<file path="src/rtl/vend_pkg.sv">
// Coin codes and acceptor state encoding shared by coin_acceptor and vending_machine.
package vend_pkg;

    localparam logic [1:0] COIN_NONE = 2'b00;
    localparam logic [1:0] COIN_5    = 2'b01;
    localparam logic [1:0] COIN_10   = 2'b10;
    localparam logic [1:0] COIN_BOTH = 2'b11;

    localparam logic [7:0] COUNT_MAX = 8'hFF;

    typedef enum logic [1:0] {
        IDLE         = 2'd0,
        DEBOUNCE     = 2'd1,
        WAIT_RELEASE = 2'd2
    } acc_state_t;

    // Only a single-slot reading is a real coin; both slots at once is a jam.
    function automatic logic is_single_coin(input logic [1:0] code);
        return (code == COIN_5) || (code == COIN_10);
    endfunction

endpackage

</file>
<file path="src/rtl/sync_2ff.sv">
// Two-flop synchronizer for one asynchronous level input, resets to 0.
module sync_2ff (
    input  logic clk,
    input  logic rst,
    input  logic d,
    output logic q
);

    logic meta;

    always_ff @(posedge clk or negedge rst) begin
        if (!rst) begin
            meta <= 1'b0;
            q    <= 1'b0;
        end else begin
            meta <= d;
            q    <= meta;
        end
    end

endmodule

</file>
<file path="src/rtl/coin_acceptor.sv">
// Debounces the two coin slot detectors and hands one coin code per inserted coin
// to the vending machine, or rejects jams and coins arriving while disabled.
//
// state        | meaning
// IDLE         | slots empty, waiting for a nonzero synchronized reading
// DEBOUNCE     | reading nonzero, counting consecutive identical samples
// WAIT_RELEASE | coin qualified, waiting for a stable empty reading
module coin_acceptor
    import vend_pkg::*;
#(
    parameter int DEBOUNCE_CYCLES = 4
) (
    input  logic       clk,
    input  logic       rst,
    input  logic       sense_5,
    input  logic       sense_10,
    input  logic       accept_en,
    output logic [1:0] coin,
    output logic       coin_reject,
    output logic       busy,
    output logic [7:0] coin_count
);

    // Timer counts down from the load value; zero is the terminal count.
    localparam logic [3:0] CNT_LOAD = 4'(DEBOUNCE_CYCLES - 1);

    logic       sync_5;
    logic       sync_10;
    logic [1:0] s;

    acc_state_t state;
    acc_state_t state_nxt;
    logic [3:0] cnt;
    logic [3:0] cnt_nxt;
    logic [1:0] cap;
    logic [1:0] cap_nxt;
    logic       qualify;
    logic       accept;
    logic       reject;

    sync_2ff u_sync_5 (
        .clk (clk),
        .rst (rst),
        .d   (sense_5),
        .q   (sync_5)
    );

    sync_2ff u_sync_10 (
        .clk (clk),
        .rst (rst),
        .d   (sense_10),
        .q   (sync_10)
    );

    assign s = {sync_10, sync_5};

    always_ff @(posedge clk or negedge rst) begin
        if (!rst) begin
            state <= IDLE;
            cnt   <= 4'd0;
            cap   <= COIN_NONE;
        end else begin
            state <= state_nxt;
            cnt   <= cnt_nxt;
            cap   <= cap_nxt;
        end
    end

    always_comb begin
        state_nxt = state;
        cnt_nxt   = cnt;
        cap_nxt   = cap;
        qualify   = 1'b0;
        case (state)
            IDLE: begin
                if (s != COIN_NONE) begin
                    state_nxt = DEBOUNCE;
                    cap_nxt   = s;
                    cnt_nxt   = CNT_LOAD;
                end
            end
            DEBOUNCE: begin
                if (s == COIN_NONE) begin
                    state_nxt = IDLE;
                end else if (s != cap) begin
                    cap_nxt = s;
                    cnt_nxt = CNT_LOAD;
                end else if (cnt == 4'd0) begin
                    qualify   = 1'b1;
                    state_nxt = WAIT_RELEASE;
                    cnt_nxt   = CNT_LOAD;
                end else begin
                    cnt_nxt = cnt - 4'd1;
                end
            end
            WAIT_RELEASE: begin
                // A coin still in the slot restarts the release timer.
                if (s != COIN_NONE) begin
                    cnt_nxt = CNT_LOAD;
                end else if (cnt == 4'd0) begin
                    state_nxt = IDLE;
                end else begin
                    cnt_nxt = cnt - 4'd1;
                end
            end
            default: begin
                state_nxt = IDLE;
                cnt_nxt   = 4'd0;
                cap_nxt   = COIN_NONE;
            end
        endcase
    end

    assign accept = qualify && accept_en && is_single_coin(cap);
    assign reject = qualify && !accept;

    always_ff @(posedge clk or negedge rst) begin
        if (!rst) begin
            coin        <= COIN_NONE;
            coin_reject <= 1'b0;
            busy        <= 1'b0;
            coin_count  <= 8'd0;
        end else begin
            coin        <= accept ? cap : COIN_NONE;
            coin_reject <= reject;
            busy        <= (state_nxt != IDLE);
            if (accept && (coin_count != COUNT_MAX)) begin
                coin_count <= coin_count + 8'd1;
            end
        end
    end

endmodule

</file>
<file path="config.mk">
export PLATFORM = sky130hd
export DESIGN_NAME = coin_acceptor
export DESIGN_NICKNAME = d
export VERILOG_FILES = /design/src/rtl/vend_pkg.sv /design/src/rtl/sync_2ff.sv /design/src/rtl/coin_acceptor.sv
export SDC_FILE = /design/constraint.sdc
export NUM_CORES = 1
export LEC_CHECK = 0
export CAP_MARGIN = 20
export CORE_ASPECT_RATIO = 1.2
export CORE_MARGIN = 2
export CORE_UTILIZATION = 52
export DETAILED_ROUTE_END_ITERATION = 10
export GPL_TIMING_DRIVEN = 0
export PLACE_DENSITY_LB_ADDON = 0.25
export SKIP_LAST_GASP = 1
export SLEW_MARGIN = 20
export SYNTH_ARGS = -nofsm -noshare
export SYNTH_HDL_FRONTEND = slang
export SYNTH_SLANG_ARGS = --single-unit
export TNS_END_PERCENT = 5
</file>
<file path="constraint.sdc">
create_clock -name clk -period 2.65 [get_ports clk]
set_input_delay 0.53 -clock clk [delete_from_list [all_inputs] [get_ports clk]]
set_output_delay 0.53 -clock clk [all_outputs]
set_load 0.02 [all_outputs]
</file>
==> results summary <==
During placement, the flow inserted port buffers numbering 16. The fraction of layout cells with a size suffix above 1 is 0.1119. The fraction of synthesized cell area taken by the top area cell type is 0.5096. The clock slew at the register clock pins of the worst setup and hold paths came out at 0.11 ns. The pin count of the biggest net entering global routing is 25. The portion of total power attributed to the clock network came out at 0.241. The initial antenna violation count is 0. Ranked by total cell area, the synthesized netlist is headed by sky130_fd_sc_hd__dfrtp_1, sky130_fd_sc_hd__nand2_1, sky130_fd_sc_hd__xnor2_1, sky130_fd_sc_hd__xor2_1, sky130_fd_sc_hd__o21ai_0.

The power density over cell area is 436.8 nW/um2. For the worst setup path, the data required time is 2.88 ns. The count of placed standard cells including taps is 161. The post-route non-filler standard cell count came out at 164. CTS placed an instance of sky130_fd_sc_hd__clkbuf_4 at the clock tree root. The number of flops mapped to enable cells by yosys is 0. In this design, the stage delay of the slowest critical-path cell is 0.59 ns. Of the total power, registers draw 0.635.

The switching power is 146.0 uW. The total number of nets in the final design is 144. The number of buffers on the longest clock path came out at 2. The worst path arrival time is 2.34 ns.

In this run the number of cells on the critical path is 7. The switching power as a share of total power came out at 0.2398. The post-synth net total came out at 123.

STA classifies the critical path endpoint as a flip-flop. For this run, design rule violations remaining after detail routing come to 0. The final count of pins violating max slew is 0. The final weighted congestion in routability-driven placement is 0.8133. The timing-limited maximum frequency came out at 0.4729 GHz. The wire length of the first global-routing pass is 3353 um. After clock tree synthesis, the setup repair step added 0 buffers. The worst setup path startpoint is cnt[0]. The post-synthesis area per instance came out at 10.25 um2.

The worst path buffer plus inverter count came out at 2. The total die area came out at 2665 um2. In the synthesized netlist the dominant register cell turns out to be sky130_fd_sc_hd__dfrtp_1. The cell family contributing the most delay on the critical path is simple AND/OR/NAND/NOR gates.

The total overflow left after global routing is 0. The repair_antennas step left the layout with diodes totalling 0. CTS built an H-tree with a depth of 1. The kind of start point of the critical path is a flip-flop. In this run the worst setup path terminates at coin_count[5]. The signal on the critical path passes through inv_1, ha_1, or3b_1, buf_2, or4_4, nor2_2, xor2_1. The maximum fanout along the worst path came out at 10. The standby leakage power came out at 0.6227 nW.

The first-pass iteration count of the detailed router came out at 4. The count of clock tree sinks came out at 24. The worst setup slack for register-to-register paths is 0.54 ns.

The post-synth design cell area is 1179 um2. The shortest clock period the worst path allows after layout came out at 2.115 ns. The violation count after the first detailed-routing iteration is 34. The count of nets left with antenna violations once routing finished came out at 0. The initial core utilization came out at 0.5627. Adding up every negative setup slack in the final design gives 0 ns. The kind of path behind the tightest hold check is input pin to asynchronous set/reset pin. The cts-stage hold buffer count is 0. The die height came out at 56.15 um. The number of violations of the max-capacitance limit is 0. 17 I/O pins were placed. On the final layout, the worst clock skew is 0.001136 ns. In this run the standard cell core region covers 2095 um2. After clock tree synthesis, the repair step resized 0 gates. The total of warnings raised by yosys is 0.

The detail-routed net length per standard cell is 11.91 um. The biggest area contributor in the post-synthesis netlist is sky130_fd_sc_hd__dfrtp_1. The relative contribution of combinational cells to total power is 0.124. The worst vdd rail ir drop is 0.0003518 V. The actual transition at the worst max-transition pin is 0.4982 ns. On the critical path, the stage with the largest delay is an instance of sky130_fd_sc_hd__or4_4. The sequential fraction of the synthesis area is 0.5096.

The floorplan has 18 rows. The flow ran to the end, and the final reports show no timing, DRC or antenna violations. The depth of the worst register-to-register path is 7.

The final count of hold timing violations came to 0. The number of CTS-inserted buffers came out at 3. The internal cell power came out at 462.9 uW. The horizontal extent of the die came out at 47.46 um. The number of different library cells used by synthesis comes to 34. The via count normalized by instance count came out at 5.305.

The post-DP HPWL is 1488 um. By startpoint and endpoint, the worst setup path is classified as flip-flop to flip-flop. The setup violation total in the final timing report came out at 0. For this block, the via count after detailed routing is 870. The layout overhead on the synthesized area came out at 18.26%.

Dividing the final minimum period by the clock period gives 0.7980. The flop and latch count out of synthesis came out at 24. Synthesis produced 115 cells. The worst slew margin relative to its limit is 0.6679. The async set-reset flop share out of synthesis is 1.000. The clock tree from TritonCTS is done. The overall track demand over capacity in global routing came out at 0.1735.

The via count of the first global-routing pass came to 796. The clock latency on the worst-skew pair came out at 0.30 ns. The number of fill cells in the layout came out at 170. The worst register-to-register path begins at cnt[0]. The endpoint identified for the worst register-to-register timing path is coin_count[5]. Setup repair after global routing left no endpoint under its margin. For this block, the routed nets add up to 1953 um of wire.
-- sequential cells by signal, indices dropped and copies added, names as in the netlist --
register / flops
state: 2
u_sync_10.meta: 1
coin: 2
u_sync_5.q: 1
u_sync_10.q: 1
coin_reject: 1
cap: 2
coin_count: 8
busy: 1
cnt: 4
u_sync_5.meta: 1
-- cells in the final DEF (no fill, tap or decap), types with 2 or more instances in the layout --
cell type,instances
sky130_fd_sc_hd__xnor2_1,5
sky130_fd_sc_hd__nand2_1,16
sky130_fd_sc_hd__buf_2,3
sky130_fd_sc_hd__nand4_1,2
sky130_fd_sc_hd__nor3_1,3
sky130_fd_sc_hd__nand3_1,2
sky130_fd_sc_hd__nor2_1,6
sky130_fd_sc_hd__dfrtp_1,24
sky130_fd_sc_hd__o21ai_0,8
sky130_fd_sc_hd__and3_1,3
sky130_fd_sc_hd__ha_1,3
sky130_fd_sc_hd__and2_1,2
sky130_fd_sc_hd__a21oi_1,7
sky130_fd_sc_hd__xor2_1,5
sky130_fd_sc_hd__a221oi_1,2
sky130_fd_sc_hd__nor2_2,2
sky130_fd_sc_hd__inv_1,6
sky130_fd_sc_hd__clkbuf_4,3
sky130_fd_sc_hd__clkdlybuf4s50_1,15
-- per-layer routing --
metal,vias to the layer above,wire length [um],GRT usage
met5,-,0,0
met3,5,79,0.02922
met1,409,830,0.2149
met2,22,996,0.2780
li1,434,-,-
met4,0,47,0.08333
-- cell type report --
| type | count | area, um2 | share of cell area |
|---|---|---|---|
| sequential | 24 | 600.6 | 0.4309 |
| multi-input combinational | 81 | 530.5 | 0.3806 |
| timing repair buffer | 16 | 155.1 | 0.1113 |
| tap | 30 | 37.54 | 0.02693 |
| buffer | 4 | 25.02 | 0.01795 |
| clock buffer | 3 | 22.52 | 0.01616 |
| inverter | 6 | 22.52 | 0.01616 |
-- power groups by stage --
stage / combinational, mW / sequential [mW] / clock, mW
4_1_cts: 0.0772 / 0.387 / 0.156
3_3_place_gp: 0.0745 / 0.394 / 0
6_report: 0.0753 / 0.387 / 0.147
2_1_floorplan: 0.0492 / 0.394 / 0
3_5_place_dp: 0.0768 / 0.394 / 0
5_1_grt: 0.0855 / 0.389 / 0.174
-- worst min-delay path by stage --
stage,endpoint,slack [ns],startpoint,cells after the start
2_1_floorplan,busy,0.23,rst,0
3_3_place_gp,u_sync_5.q,0.33,u_sync_5.meta,0
3_5_place_dp,u_sync_5.q,0.34,u_sync_5.meta,0
4_1_cts,u_sync_5.q,0.37,u_sync_5.meta,0
5_1_grt,coin[0],0.21,rst,1
6_report,coin[0],0.17,rst,1
-- cells in the mapped netlist, types with 2 or more instances --
master / count
sky130_fd_sc_hd__inv_1: 6
sky130_fd_sc_hd__xor2_1: 5
sky130_fd_sc_hd__dfrtp_1: 24
sky130_fd_sc_hd__nor2_2: 2
sky130_fd_sc_hd__o21ai_0: 8
sky130_fd_sc_hd__a221oi_1: 2
sky130_fd_sc_hd__nor3_1: 3
sky130_fd_sc_hd__a21oi_1: 7
sky130_fd_sc_hd__nand3_1: 2
sky130_fd_sc_hd__and2_1: 2
sky130_fd_sc_hd__nand2_1: 16
sky130_fd_sc_hd__xnor2_1: 5
sky130_fd_sc_hd__buf_2: 2
sky130_fd_sc_hd__and3_1: 3
sky130_fd_sc_hd__ha_1: 3
sky130_fd_sc_hd__nand4_1: 2
sky130_fd_sc_hd__nor2_1: 6
-- per-stage QoR --
step                setup slack (ns)  hold slack [ns]  instance area, um2  utilization  total power [mW]
global placement              0.5945           0.3339                1376       0.6571            0.4680
finish                        0.5353           0.1750                1394       0.6655            0.6089
global route                  0.3693           0.2062                1394       0.6655            0.6476
floorplan                     0.6925           0.2344                1179            -            0.4436
CTS                           0.5294           0.3690                1399       0.6679            0.6202
detailed placement            0.5657           0.3420                1376       0.6571            0.4710
-- cell families (layout without fill, tap and decap cells) --
logic type / Yosys count / after routing / share of synthesized area
xor gates and xnor gates: 10 / 10 / 0.07431
adders and majority gates: 3 / 3 / 0.03185
and+or+nand+nor: 45 / 45 / 0.2166
muxes: 1 / 1 / 0.009553
DFF: 24 / 24 / 0.5096
AOI/OAI and AO/OA: 22 / 22 / 0.1178
buffers and inverters: 10 / 29 / 0.04033
No activity file was read; power rests on OpenSTA's default activity.
